===== config.mk =====
export PLATFORM = sky130hd
export DESIGN_NAME = regfile_access_arbiter
export DESIGN_NICKNAME = d
export VERILOG_FILES = /design/src/rtl/regarb_pkg.sv /design/src/rtl/rr_arbiter.sv /design/src/rtl/regfile_access_arbiter.sv
export SDC_FILE = /design/constraint.sdc
export NUM_CORES = 1
export LEC_CHECK = 0
export ABC_AREA = 1
export CORE_MARGIN = 2
export CORE_UTILIZATION = 40
export CTS_BUF_LIST = sky130_fd_sc_hd__clkbuf_4 sky130_fd_sc_hd__clkbuf_8
export CTS_CLUSTER_DIAMETER = 100
export CTS_CLUSTER_SIZE = 10
export DETAILED_ROUTE_END_ITERATION = 8
export PLACE_DENSITY = 0.82
export SYNTH_ARGS = -nofsm -noshare
export SYNTH_HDL_FRONTEND = slang
export SYNTH_SLANG_ARGS = --single-unit

===== constraint.sdc =====
create_clock -name clk -period 1.8 [get_ports clk]
set_input_delay 0.45 -clock clk [delete_from_list [all_inputs] [get_ports clk]]
set_output_delay 0.45 -clock clk [all_outputs]
set_load 0.02 [all_outputs]

===== src/rtl/regarb_pkg.sv =====
// Shared types and default sizes for the register-file access arbiter.
package regarb_pkg;

  typedef enum logic [1:0] {
    IDLE    = 2'd0,
    ACCESS  = 2'd1,
    RD_WAIT = 2'd2,
    RESP    = 2'd3
  } state_t;

  localparam int DEF_NUM_REQ = 2;
  localparam int DEF_ADDR_W  = 4;
  localparam int DEF_DATA_W  = 32;

endpackage


===== src/rtl/rr_arbiter.sv =====
// Combinational round-robin pick: first asserted request after last_grant, wrapping.
module rr_arbiter
  import regarb_pkg::*;
#(
  parameter int NUM_REQ = DEF_NUM_REQ,
  parameter int IDX_W   = $clog2(NUM_REQ)
) (
  input  logic [NUM_REQ-1:0] req,
  input  logic [IDX_W-1:0]   last_grant,
  output logic [IDX_W-1:0]   grant,
  output logic               any
);

  logic [IDX_W-1:0] cand;

  // Offsets 1..NUM_REQ visit every requester once, ending on last_grant itself.
  always_comb begin
    grant = '0;
    any   = 1'b0;
    cand  = '0;
    for (int k = 1; k <= NUM_REQ; k++) begin
      cand = IDX_W'((int'(last_grant) + k) % NUM_REQ);
      if (!any && req[cand]) begin
        any   = 1'b1;
        grant = cand;
      end
    end
  end

endmodule


===== src/rtl/regfile_access_arbiter.sv =====
// Round-robin arbiter sharing a single-port register file between NUM_REQ clients.
// Build option: define REGARB_ZERO_REG_EN to make address 0 a hardwired zero register.
module regfile_access_arbiter
  import regarb_pkg::*;
#(
  parameter int NUM_REQ = DEF_NUM_REQ,
  parameter int ADDR_W  = DEF_ADDR_W,
  parameter int DATA_W  = DEF_DATA_W
) (
  input  logic                      clk,
  input  logic                      rst,
  input  logic [NUM_REQ-1:0]        req_valid,
  input  logic [NUM_REQ-1:0]        req_we,
  input  logic [NUM_REQ*ADDR_W-1:0] req_addr,
  input  logic [NUM_REQ*DATA_W-1:0] req_wdata,
  output logic [NUM_REQ-1:0]        req_ready,
  output logic [NUM_REQ-1:0]        rsp_valid,
  output logic [DATA_W-1:0]         rsp_rdata,
  output logic                      rf_read_en,
  output logic                      rf_write_en,
  output logic [ADDR_W-1:0]         rf_addr,
  output logic [DATA_W-1:0]         rf_write_data,
  input  logic [DATA_W-1:0]         rf_read_data
);

  localparam int IDX_W = $clog2(NUM_REQ);
  localparam logic [NUM_REQ-1:0] ONE = NUM_REQ'(1);

`ifdef REGARB_ZERO_REG_EN
  localparam bit ZERO_REG = 1'b1;
`else
  localparam bit ZERO_REG = 1'b0;
`endif

  state_t             state;
  logic [IDX_W-1:0]   grant;
  logic [IDX_W-1:0]   last_grant;
  logic               cmd_we;
  logic [ADDR_W-1:0]  cmd_addr;
  logic [DATA_W-1:0]  cmd_wdata;

  logic [IDX_W-1:0]   pick;
  logic               pick_any;
  logic               win_we;
  logic [ADDR_W-1:0]  win_addr;
  logic [DATA_W-1:0]  win_wdata;
  logic               win_zero;
  logic               cmd_zero;

  rr_arbiter #(
    .NUM_REQ (NUM_REQ),
    .IDX_W   (IDX_W)
  ) u_rr (
    .req        (req_valid),
    .last_grant (last_grant),
    .grant      (pick),
    .any        (pick_any)
  );

  always_comb begin
    win_we    = req_we[pick];
    win_addr  = req_addr[int'(pick)*ADDR_W +: ADDR_W];
    win_wdata = req_wdata[int'(pick)*DATA_W +: DATA_W];
    win_zero  = ZERO_REG && (win_addr == '0);
    cmd_zero  = ZERO_REG && (cmd_addr == '0);
  end

  // Outputs are registered one state ahead so each pulse lines up with the state it belongs to.
  always_ff @(posedge clk or negedge rst) begin
    if (!rst) begin
      state         <= IDLE;
      grant         <= '0;
      last_grant    <= IDX_W'(NUM_REQ - 1);
      cmd_we        <= 1'b0;
      cmd_addr      <= '0;
      cmd_wdata     <= '0;
      rsp_rdata     <= '0;
      req_ready     <= '0;
      rsp_valid     <= '0;
      rf_read_en    <= 1'b0;
      rf_write_en   <= 1'b0;
      rf_addr       <= '0;
      rf_write_data <= '0;
    end else begin
      req_ready     <= '0;
      rsp_valid     <= '0;
      rf_read_en    <= 1'b0;
      rf_write_en   <= 1'b0;
      rf_addr       <= '0;
      rf_write_data <= '0;
      case (state)
        IDLE: begin
          if (pick_any) begin
            grant         <= pick;
            last_grant    <= pick;
            cmd_we        <= win_we;
            cmd_addr      <= win_addr;
            cmd_wdata     <= win_wdata;
            req_ready     <= ONE << pick;
            rf_addr       <= win_addr;
            rf_write_en   <= win_we && !win_zero;
            rf_read_en    <= !win_we && !win_zero;
            rf_write_data <= (win_we && !win_zero) ? win_wdata : '0;
            state         <= ACCESS;
          end
        end
        ACCESS: begin
          if (cmd_we) begin
            rsp_valid <= ONE << grant;
            state     <= RESP;
          end else begin
            state <= RD_WAIT;
          end
        end
        RD_WAIT: begin
          rsp_rdata <= cmd_zero ? '0 : rf_read_data;
          rsp_valid <= ONE << grant;
          state     <= RESP;
        end
        RESP: begin
          state <= IDLE;
        end
        default: begin
          state <= IDLE;
        end
      endcase
    end
  end

  // Latched write data is kept with the command; only its parity is folded into nothing observable.
  logic unused_ok;
  assign unused_ok = ^cmd_wdata;

endmodule


# Word-level counts from Yosys, hierarchy flattened
# Cells that the tools add are included.
# word_totals
word_cells	55
ram_bits	0
n_memories	0
in_bits	110
latchBits	0
ff_bits	79
mem_bits_ro	0
# op_classes
order_cmp	3
eq_ne	4
mul	0
shifts	4
addsub	2
n_bitwise	0
n_reduce_logical	5
muxes	26
n_div	0
# op_table
op	n
2-to-1 mux 32 bit	3
indexed part select 64 x 7 -> 32 bit	1
2-to-1 mux 1 bit	15
2-to-1 mux 2 bit	4
2-to-1 mux 4 bit	2
case mux 2 bit (4 select lines)	1
indexed part select 8 x 4 -> 4 bit	1
< comparator 1 x 2 -> 1 bit, second input constant	3
equality test 2 bit, second input constant	2
case mux 2 bit (2 select lines)	1
left shift 1 x 1 -> 2 bit, first input constant	2
adder 1 bit, second input constant	2
equality test 2 x 1 -> 1 bit, second input constant	1
zero test 1 bit	2
zero test 2 bit	1
!= test 2 bit, second input constant	1
AND reduction 2 bit	1
logical AND 1 bit	1

# Longest topological paths before layout
# Gate-level depths: netlist (run 1).
# depth
ltp_word	12
mapped_depth	7
mapped_depth_nobuf	6

# Hierarchy
# From an unflattened synthesis (run 1), not the netlist that was laid out.
# hier_totals
hier_cells	375
area_unflattened_um2	3281.9
# modules_own_cells
module	area_per_inst_um2	cells_each	seq_area_each_um2	instances
regfile_access_arbiter	3266.9	372	1978.1	1
rr_arbiter	15.0	3	0.0	1

# Worst setup path before layout (run 1)
# OpenSTA, ideal clock, no wires.
# synth_timing
path_kind	reg-to-reg
start	reg state[0]
end	reg rsp_rdata[0]
setup_slack_ns	0.410
required_time_ns	1.675
synth_period_minus_slack_ns	1.390
path_stages_with_launch	6
arrival_ns	1.265
path_cell_list	dfrtp_1 inv_1 ha_1 buf_2 buf_2 mux2_2
# synth_between
elab_chain_cells	1
# synth_lines
element	line	rtl
start, declared	regfile_access_arbiter.sv:35	state_t state;
start signal, assigned	regfile_access_arbiter.sv:71	state <= IDLE;
start signal, assigned	regfile_access_arbiter.sv:104	state <= ACCESS;
start signal, assigned	regfile_access_arbiter.sv:110	state <= RESP;
equality test 2 bit	regfile_access_arbiter.sv:91	case (state)
end signal, assigned	regfile_access_arbiter.sv:116	rsp_rdata <= cmd_zero ? '0 : rf_read_data;
end, declared	regfile_access_arbiter.sv:18	output logic [DATA_W-1:0] rsp_rdata,
# No other way between the ends.
# A chain may end at the register's enable or synchronous reset.

# Worst setup path in the final report (run 1)
# layout_timing
start	reg rf_write_data[17]
end	out rf_write_data[17]
# layout_lines
element	line	rtl
start, declared	regfile_access_arbiter.sv:22	output logic [DATA_W-1:0] rf_write_data,
start signal, assigned	regfile_access_arbiter.sv:103	rf_write_data <= (win_we && !win_zero) ? win_wdata : '0;
# No word-level cell between the ends.

==> results_dict.tcl, run 1 <==
set metrics [dict create \
    drt_iter0_drc 55 \
    pre_cts_ws_ns -0.0242 \
    fp-row-count 33 \
    cts_num_sinks 79 \
    fin_nets 642 \
    timing.fmax_mhz 571 \
    die_y_um 96.0 \
    path_buf_inv 1 \
    grt_pass1_vias 2801 \
    p_total_mw 7.82 \
    path_class "register to primary output" \
    io_pins 184 \
    final_common_cell "clkdlybuf4s50_1" \
    worst_hold_path_type "primary input to asynchronous set/reset pin" \
    postCtsSetupBuffers 0 \
    die_w_um 96.0 \
    reg2reg_depth 7 \
    final_area_sq_um 5700 \
    p_seq_share_pct 33.7 \
    min_period_ns 1.75 \
    relSlewSlack_pct 73.6 \
    vdd_ir_drop_max_uv 639 \
    hpwl_um 6670 \
    ant_nets 0 \
    cts_tree "yes" \
    synth_seq_cells 79 \
    syn_inst 341 \
    gr-total-overflow 0 \
    syn_area_sq_um 3390 \
    antenna_cells 0 \
    clock_latency_ns 0.35 \
    cp_slowest_cell "clkdlybuf4s50_1" \
    power.share.clock_pct 20.6 \
    place_area_sq_um 5390 \
    end_kind "primary output" \
    dr_total_vias 2940 \
    synth.top_cell.area_share_pct 57.6 \
    fin_cells 639 \
    yosysSeqAreaShare_pct 58.4 \
    area_growth_pct 68.3 \
    post-route-util_pct 69.4 \
    worst_setup_path_start_kind "register" \
    p_switching_mw 2.68 \
    crit_family "buffers and inverters" \
    grt.total_usage_pct 18.4 \
    clock_skew_ns 0.0119 \
    slowest_delay_ns 0.63 \
    remaining_drc_errors 0 \
    path_clk_slew_ns 0.08 \
    start_util_pct 41.2 \
    fin_crit_sh_pct 97.4 \
    routedWlPerCell_um 13.8 \
    holdWs_ns 0.0244 \
    clock_path_buffers 2 \
    grt_start_max_net_pins 36 \
    cp.required_ns 1.35 \
    design.die.area_sq_um 9220 \
    cts-root-buf "clkbuf_8" \
    layout-drive-gt1-share_pct 14.2 \
    final_cell_mix "155 x clkdlybuf4s50_1, 85 x nand2_1, 78 x dfrtp_1" \
    place_congestion 0.848 \
    p_comb_share_pct 45.7 \
    slew_viol_final 0 \
    setup_viol 0 \
    synth_nets 454 \
    dp.cells 623 \
    antenna_found_initial 0 \
    routed_wl_um 8810 \
    final.setup.tns_ns 0 \
    grt_pass1_wl_um 12700 \
    leakagePower_nw 2.97 \
    pwr_density_cell_nw_per_um2 1370 \
    path_cells "clkdlybuf4s50_1" \
    rsz0062_at_grt "no" \
    synth_top_area_cell "dfrtp_1" \
    yosysUniqueCellTypes 17 \
    path_depth 1 \
    drv_cap 0 \
    timing.final.ws_setup_ns 0.0473 \
    syn_avg_cell_area_sq_um 9.93 \
    first_pass_iters 4 \
    coreArea_sq_um 8220 \
    status "finished clean" \
    yosysWarnings 0 \
    h-tree-depth 3 \
    via_per_inst 4.60 \
    critical_path.max_fanout 1 \
    finalHoldViolCount 0 \
    io_buffers 183 \
    cp.arrival_ns 1.30 \
    cts_buffers 9 \
    switching_share_pct 34.2 \
    yosys-top-cells-area "dfrtp_1 58%, mux2_2 11%, nand2_1 9.4%" \
    p_int_mw 5.14 \
    tightest_slew_ns 0.396 \
]
-- cells by family (layout without fill, tap and decap cells) --
group / Yosys count / in the layout / share of synthesized area, %
adders and majority gates: 3 / 3 / 1.11
muxes: 32 / 32 / 10.6
buffers and inverters: 59 / 252 / 8.13
and+or+nand+nor: 160 / 160 / 20.5
AOI/OAI and AO/OA: 8 / 8 / 1.18
DFF: 79 / 79 / 58.4
-- state kept, by name (all words and copies together), names as in the netlist --
signal / flops
rsp_rdata: 32
rf_addr: 4
rsp_valid: 2
cmd_we: 1
rf_write_data: 32
req_ready: 2
grant: 1
rf_write_en: 1
rf_read_en: 1
state: 2
last_grant: 1
-- worst paths after layout --
kind,startpoint,endpoint,slack [ns]
min in group clk,grant$_DFFE_PN0P_,rsp_valid[0]$_DFF_PN0_,0.44
setup reg to reg,state[1]$_DFFE_PN0P_,rf_write_data[16]$_DFF_PN0_,0.28
hold / removal,rst,rf_write_data[22]$_DFF_PN0_,0.02
max in group asynchronous,rst,rf_addr[2]$_DFF_PN0_,1.21
setup / recovery,rf_write_data[17]$_DFF_PN0_,rf_write_data[17],0.05
hold reg to reg,grant$_DFFE_PN0P_,rsp_valid[0]$_DFF_PN0_,0.44
-- cell type report --
class                      instances  area, sq um
clock buffer                      10          138
sequential                        79         1980
clock inverter                     6          116
inverter                          42          158
timing repair buffer             194         2050
multi-input combinational        203         1130
tap                              105          131
fill                             618         2510
-- synth_stat cells --
| master | count |
|---|---|
| buf_4 | 3 |
| nand3_1 | 33 |
| dfstp_2 | 1 |
| dfrtp_1 | 78 |
| buf_6 | 4 |
| nor2_2 | 11 |
| o21ai_0 | 6 |
| a21oi_1 | 2 |
| nor2_1 | 27 |
| nand3_4 | 1 |
| buf_2 | 10 |
| inv_1 | 42 |
| mux2_2 | 32 |
| nand2_4 | 1 |
| nand2_1 | 85 |
| nand2_2 | 2 |
| ha_1 | 3 |
-- what timing repair did --
| item | 4_1_cts | 5_1_grt |
|---|---|---|
| hold buffers | 0 | 0 |
| gates resized for setup | 2 | 25 |
| endpoints found under the setup margin | 2 | 25 |
-- power groups by stage --
stage	Sequential, mW	Clock [mW]	Combinational [mW]
finish	2.63	1.61	3.57
global route	2.71	1.72	3.82
CTS	2.65	1.65	3.66
detailed placement	2.68	0	3.66
global placement	2.64	0	3.58
floorplan	3.32	0	1.28
-- layer usage --
metal	routed length (um)	part of all wire (%)	vias up	global-route usage, %
met5	0	0	-	0
met4	204	2.3	0	8.21
met3	787	8.9	16	5.95
met2	4520	51	139	32.5
met1	3300	37	1359	19.9
li1	-	-	1426	-
Power figures use the tool's default switching activity.
==> run 2: changes to the inputs <==
Settings changed: PLACE_DENSITY 0.82 to 0.83.
==> run 2 against run 1 <==
Against the previous run:
- maximum frequency fell by 0.22%
- clock power increased by 6%
- wire length shrank 3.7%
- highest routed layer unchanged
- design area fell by 0.26%
- largest power group unchanged
- critical endpoint is now rsp_rdata[25]
- clock skew shrank 0.0046 ns
==> results_dict.tcl, run 2 (synthesis results as in run 1) <==
set metrics [dict create \
    vdd_ir_drop_max_uv 722 \
    nFillCells 627 \
    antenna_cells 0 \
    seq_area_sq_um 1980 \
    ff2ff_setup_slack_ns 0.32 \
    postCtsHoldBufs 0 \
    via_per_inst 4.60 \
    top_layer "met4" \
    worstReg2RegStart "state[1]$_DFFE_PN0P_" \
    ant_nets 0 \
    first_pass_iters 4 \
    critical_path.max_fanout 2 \
    cp.arrival_ns 1.31 \
    grt.total_usage_pct 18.4 \
    grt_pass1_wl_um 13100 \
    fin_crit_sh_pct 97.6 \
    status "finished clean" \
    p_total_mw 7.91 \
    met2_wirelength_um 4200 \
    h-tree-depth 3 \
    cp.required_ns 1.35 \
    die_w_um 96.0 \
    tightest_slew_ns 0.417 \
    reg2reg_to "rf_write_data[31]$_DFF_PN0_" \
    finalHoldViolCount 0 \
    hpwl_um 6380 \
    die_y_um 96.0 \
    cts_tree "yes" \
    grt_pass1_vias 2839 \
    crit_family "buffers and inverters" \
    worst_setup_path_start_kind "register" \
    layout-drive-gt1-share_pct 13.9 \
    io_buffers 183 \
    path_buf_inv 1 \
    timing.fmax_mhz 569 \
    drv_cap 0 \
    end_kind "primary output" \
    worst_hold_path_type "primary input to asynchronous set/reset pin" \
    slowest_delay_ns 0.61 \
    place_congestion 0.795 \
    setup_viol 0 \
    cts_buffers 9 \
    fin_nets 640 \
    routedWlPerCell_um 13.3 \
    gr-total-overflow 0 \
    area_growth_pct 67.9 \
    cp_slowest_cell "clkdlybuf4s50_1" \
    drt_iter0_drc 64 \
    relSlewSlack_pct 72.2 \
    multi_input_area_sq_um 1130 \
    design.die.area_sq_um 9220 \
    dr_wl_met3_um 646 \
    top_regs "rf_write_data: 32 flops, rsp_rdata: 32 flops, rf_addr: 4 flops" \
    leakagePower_nw 2.89 \
    routed_wl_um 8490 \
    final_common_cell "clkdlybuf4s50_1" \
    path_cells "clkdlybuf4s50_1" \
    drt-met1-wl_um 3530 \
    rsz0062_at_grt "no" \
    timing.final.ws_setup_ns 0.0434 \
    reg2reg_depth 7 \
    cts-root-buf "clkbuf_8" \
    path_class "register to primary output" \
    clock_skew_ns 0.00729 \
    fp-row-count 33 \
    remaining_drc_errors 0 \
    pwr_density_cell_nw_per_um2 1390 \
    cts_num_sinks 79 \
    slew_viol_final 0 \
    postCtsSetupBuffers 0 \
    final.setup.tns_ns 0 \
    final_cell_mix "164 x clkdlybuf4s50_1, 85 x nand2_1, 78 x dfrtp_1" \
    clock_latency_ns 0.34 \
    min_period_ns 1.76 \
    start_util_pct 41.2 \
    clock_path_buffers 2 \
    grt_start_max_net_pins 80 \
    io_pins 184 \
    coreArea_sq_um 8220 \
    antenna_found_initial 0 \
    pre_cts_ws_ns -0.0709 \
    dr_total_vias 2933 \
    path_clk_slew_ns 0.08 \
]
run 2: cell types whose count changed in the layout (fill, tap and decap cells not counted), moves of 2 or more:
cell	previous run	this run
dlygate4sd2_1	2	0
buf_4	6	4
clkdlybuf4s50_1	155	164
dlymetal6s2s_1	25	18
run 2: worst max path at each step:
stage | from | to | slack (ns) | cells past startpoint
floorplan | state[0]$_DFFE_PN0P_ | rsp_rdata[0]$_DFFE_PN0N_ | 0.41 | 5
global placement | req_valid[1] | rf_write_data[28]$_DFF_PN0_ | -0.01 | 6
detailed placement | req_valid[1] | rf_write_data[16]$_DFF_PN0_ | -0.07 | 6
CTS | rsp_rdata[23]$_DFFE_PN0N_ | rsp_rdata[23] | 0.01 | 1
global route | rsp_rdata[3]$_DFFE_PN0N_ | rsp_rdata[3] | 0.0004 | 1
finish | rsp_rdata[25]$_DFFE_PN0N_ | rsp_rdata[25] | 0.04 | 1
run 2: layout make-up:
class	instances	share of cell area (%)
Clock buffer	9	2.18
Clock inverter	7	2.55
Inverter	42	2.77
Sequential cell	79	34.8
Multi-Input combinational cell	203	19.9
Timing Repair Buffer	192	35.5
Tap cell	105	2.31
run 2: per-stage QoR:
stage	util [%]	cells	instance area (sq um)	hold WS, ns
floorplan	-	341	3390	0.154
global placement	65.4	621	5370	0.415
detailed placement	65.4	621	5370	0.418
CTS	68.7	637	5640	0.131
global route	69.2	637	5690	0.129
finish	69.2	637	5690	0.108
run 2: repair_timing:
action	CTS	global route
setup endpoints to repair	0	18
endpoints found under the hold margin	0	0
gates resized for setup	0	18
run 2: report_power, final:
part | total [mW] | internal [mW] | switching [mW]
logic | 3.57 | 1.83 | 1.75
clock network | 1.71 | 1.07 | 0.644
registers | 2.63 | 2.37 | 0.253
total | 7.91 | 5.27 | 2.64
run 2: layer usage:
metal,GRT usage [%],vias up
li1,-,1424
met1,22.3,1377
met2,31.7,122
met3,5.01,10
met4,6.43,0
met5,0,-
==> run 3: changes to the inputs <==
--- a/config.mk
+++ b/config.mk
@@ -15,2 +15,4 @@
 export PLACE_DENSITY = 0.83
+export RECOVER_POWER = 25
+export SLEW_MARGIN = 10
 export SYNTH_ARGS = -nofsm -noshare
==> constraint.sdc (replaced) <==
create_clock -name clk -period 1.8 [get_ports clk]
set_input_delay 0.36 -clock clk [delete_from_list [all_inputs] [get_ports clk]]
set_output_delay 0.36 -clock clk [all_outputs]
set_load 0.02 [all_outputs]
==> run 3 against run 2 <==
Against the previous run:
- sequential share of layout area is 0.65 points higher
- clock skew is 0.0073 ns higher
- register-to-register slack worse by 0.05 ns
- highest routed layer unchanged
- critical endpoint is now rsp_rdata[4]
- first-iteration DRC count is 23% lower
- worst hold slack better by 0.32 ns
- power is 2.6% lower
==> results_dict.tcl, run 3 (synthesis results as in run 1) <==
set metrics [dict create \
    cp.required_ns 1.44 \
    final_common_cell "clkdlybuf4s50_1" \
    layout-drive-gt1-share_pct 13.7 \
    cts_buffers 9 \
    tightest_slew_ns 0.940 \
    path_class "register to primary output" \
    gr-total-overflow 0 \
    drt_iter0_drc 49 \
    pwr_density_cell_nw_per_um2 1380 \
    min_period_ns 1.69 \
    cts_num_sinks 79 \
    critical_path.max_fanout 2 \
    timing.fmax_mhz 590 \
    final_cell_mix "182 x clkdlybuf4s50_1, 85 x nand2_1, 78 x dfrtp_1" \
    die_y_um 96.0 \
    first_pass_iters 4 \
    io_pins 184 \
    path_buf_inv 1 \
    worst_hold_path_type "register to register" \
    area_growth_pct 64.8 \
    grt.total_usage_pct 18.6 \
    path_clk_slew_ns 0.09 \
    drv_cap 0 \
    postCtsSetupBuffers 0 \
    antenna_cells 0 \
    cp.arrival_ns 1.33 \
    fin_nets 640 \
    status "finished clean" \
    grt_pass1_wl_um 13100 \
    vdd_ir_drop_max_uv 711 \
    relSlewSlack_pct 37.4 \
    timing.final.ws_setup_ns 0.105 \
    leakagePower_nw 2.67 \
    worst_setup_path_start_kind "register" \
    place_congestion 0.755 \
    drt-met1-wl_um 3420 \
    fp-row-count 33 \
    finalHoldViolCount 0 \
    antenna_found_initial 0 \
    p_total_mw 7.70 \
    dr_wl_met3_um 722 \
    final.setup.tns_ns 0 \
    path_depth 1 \
    met2_wirelength_um 4380 \
    grt_start_max_net_pins 43 \
    grt_pass1_vias 2845 \
    hpwl_um 6640 \
    clock_latency_ns 0.34 \
    slowest_delay_ns 0.61 \
    setup_viol 0 \
    cts_tree "yes" \
    top_regs "rf_write_data: 32 flops, rsp_rdata: 32 flops, rf_addr: 4 flops" \
    reg2reg_depth 6 \
    h-tree-depth 3 \
    top_layer "met4" \
    clock_skew_ns 0.0146 \
    end_kind "primary output" \
    routed_wl_um 8650 \
    coreArea_sq_um 8220 \
    via_per_inst 4.61 \
    cts-root-buf "clkbuf_8" \
    crit_family "buffers and inverters" \
    slew_viol_final 0 \
    io_buffers 183 \
    fin_crit_sh_pct 94.2 \
    start_util_pct 41.2 \
    remaining_drc_errors 0 \
    pre_cts_ws_ns -0.00271 \
    rsz0062_at_grt "no" \
    die_w_um 96.0 \
    cp_slowest_cell "clkdlybuf4s50_1" \
    clock_path_buffers 2 \
    routedWlPerCell_um 13.6 \
    dr_total_vias 2935 \
    path_cells "clkdlybuf4s50_1" \
    hold_depth 1 \
    design.die.area_sq_um 9220 \
    ant_nets 0 \
]
[run 3: cell types whose count changed in the layout (fill, tap and decap cells not counted)]
cell	delta
buf_12	-2
buf_4	-1
buf_8	+1
bufinv_16	-2
clkbuf_2	+1
clkbuf_8	+1
clkdlybuf4s50_1	+18
clkinv_2	+1
clkinv_4	-2
dlygate4sd3_1	+1
dlymetal6s2s_1	-18
inv_6	+2
[run 3: cell type report]
| type | count | area, sq um |
|---|---|---|
| tap | 105 | 131 |
| inverter | 42 | 158 |
| fill | 635 | 2630 |
| clock inverter | 6 | 90.1 |
| timing repair buffer | 192 | 1950 |
| multi-input combinational | 203 | 1130 |
| sequential | 79 | 1980 |
| clock buffer | 10 | 138 |
[run 3: metrics by stage]
stage          std cells  utilization (%)  cell area, sq um  hold WS (ns)
3_3_place_gp         620             65.1              5350         0.352
4_1_cts              637             68.0              5590         0.433
3_5_place_dp         620             65.1              5350         0.356
6_report             637             67.9              5580         0.433
5_1_grt              637             67.9              5580         0.451
2_1_floorplan        341                -              3390        0.0644
[run 3: worst paths after layout]
kind | from | endpoint | slack [ns]
worst max-delay path | rsp_rdata[4]$_DFFE_PN0N_ | rsp_rdata[4] | 0.11
worst min-delay path | grant$_DFFE_PN0P_ | rsp_valid[0]$_DFF_PN0_ | 0.43
worst max register to register | state[0]$_DFFE_PN0P_ | grant$_DFFE_PN0P_ | 0.27
worst min register to register | grant$_DFFE_PN0P_ | rsp_valid[0]$_DFF_PN0_ | 0.43
max in group asynchronous | rst | rsp_rdata[16]$_DFFE_PN0N_ | 0.29
min in group asynchronous | rst | rf_write_data[19]$_DFF_PN0_ | 0.70
[run 3: report_power, final]
part	switching, mW	internal [mW]	total (mW)
Combinational	1.75	1.84	3.59
Clock	0.633	0.826	1.46
Sequential	0.276	2.37	2.65
Total	2.66	5.04	7.70
[run 3: what timing repair did]
item,CTS,global route
hold buffers,1,0
gates resized for setup,0,0
hold endpoints to repair,36,0
[run 3: per-layer routing]
layer | global-route usage, % | vias up
li1 | - | 1419
met1 | 22.4 | 1383
met2 | 31.9 | 121
met3 | 4.93 | 12
met4 | 6.90 | 0
met5 | 0 | -
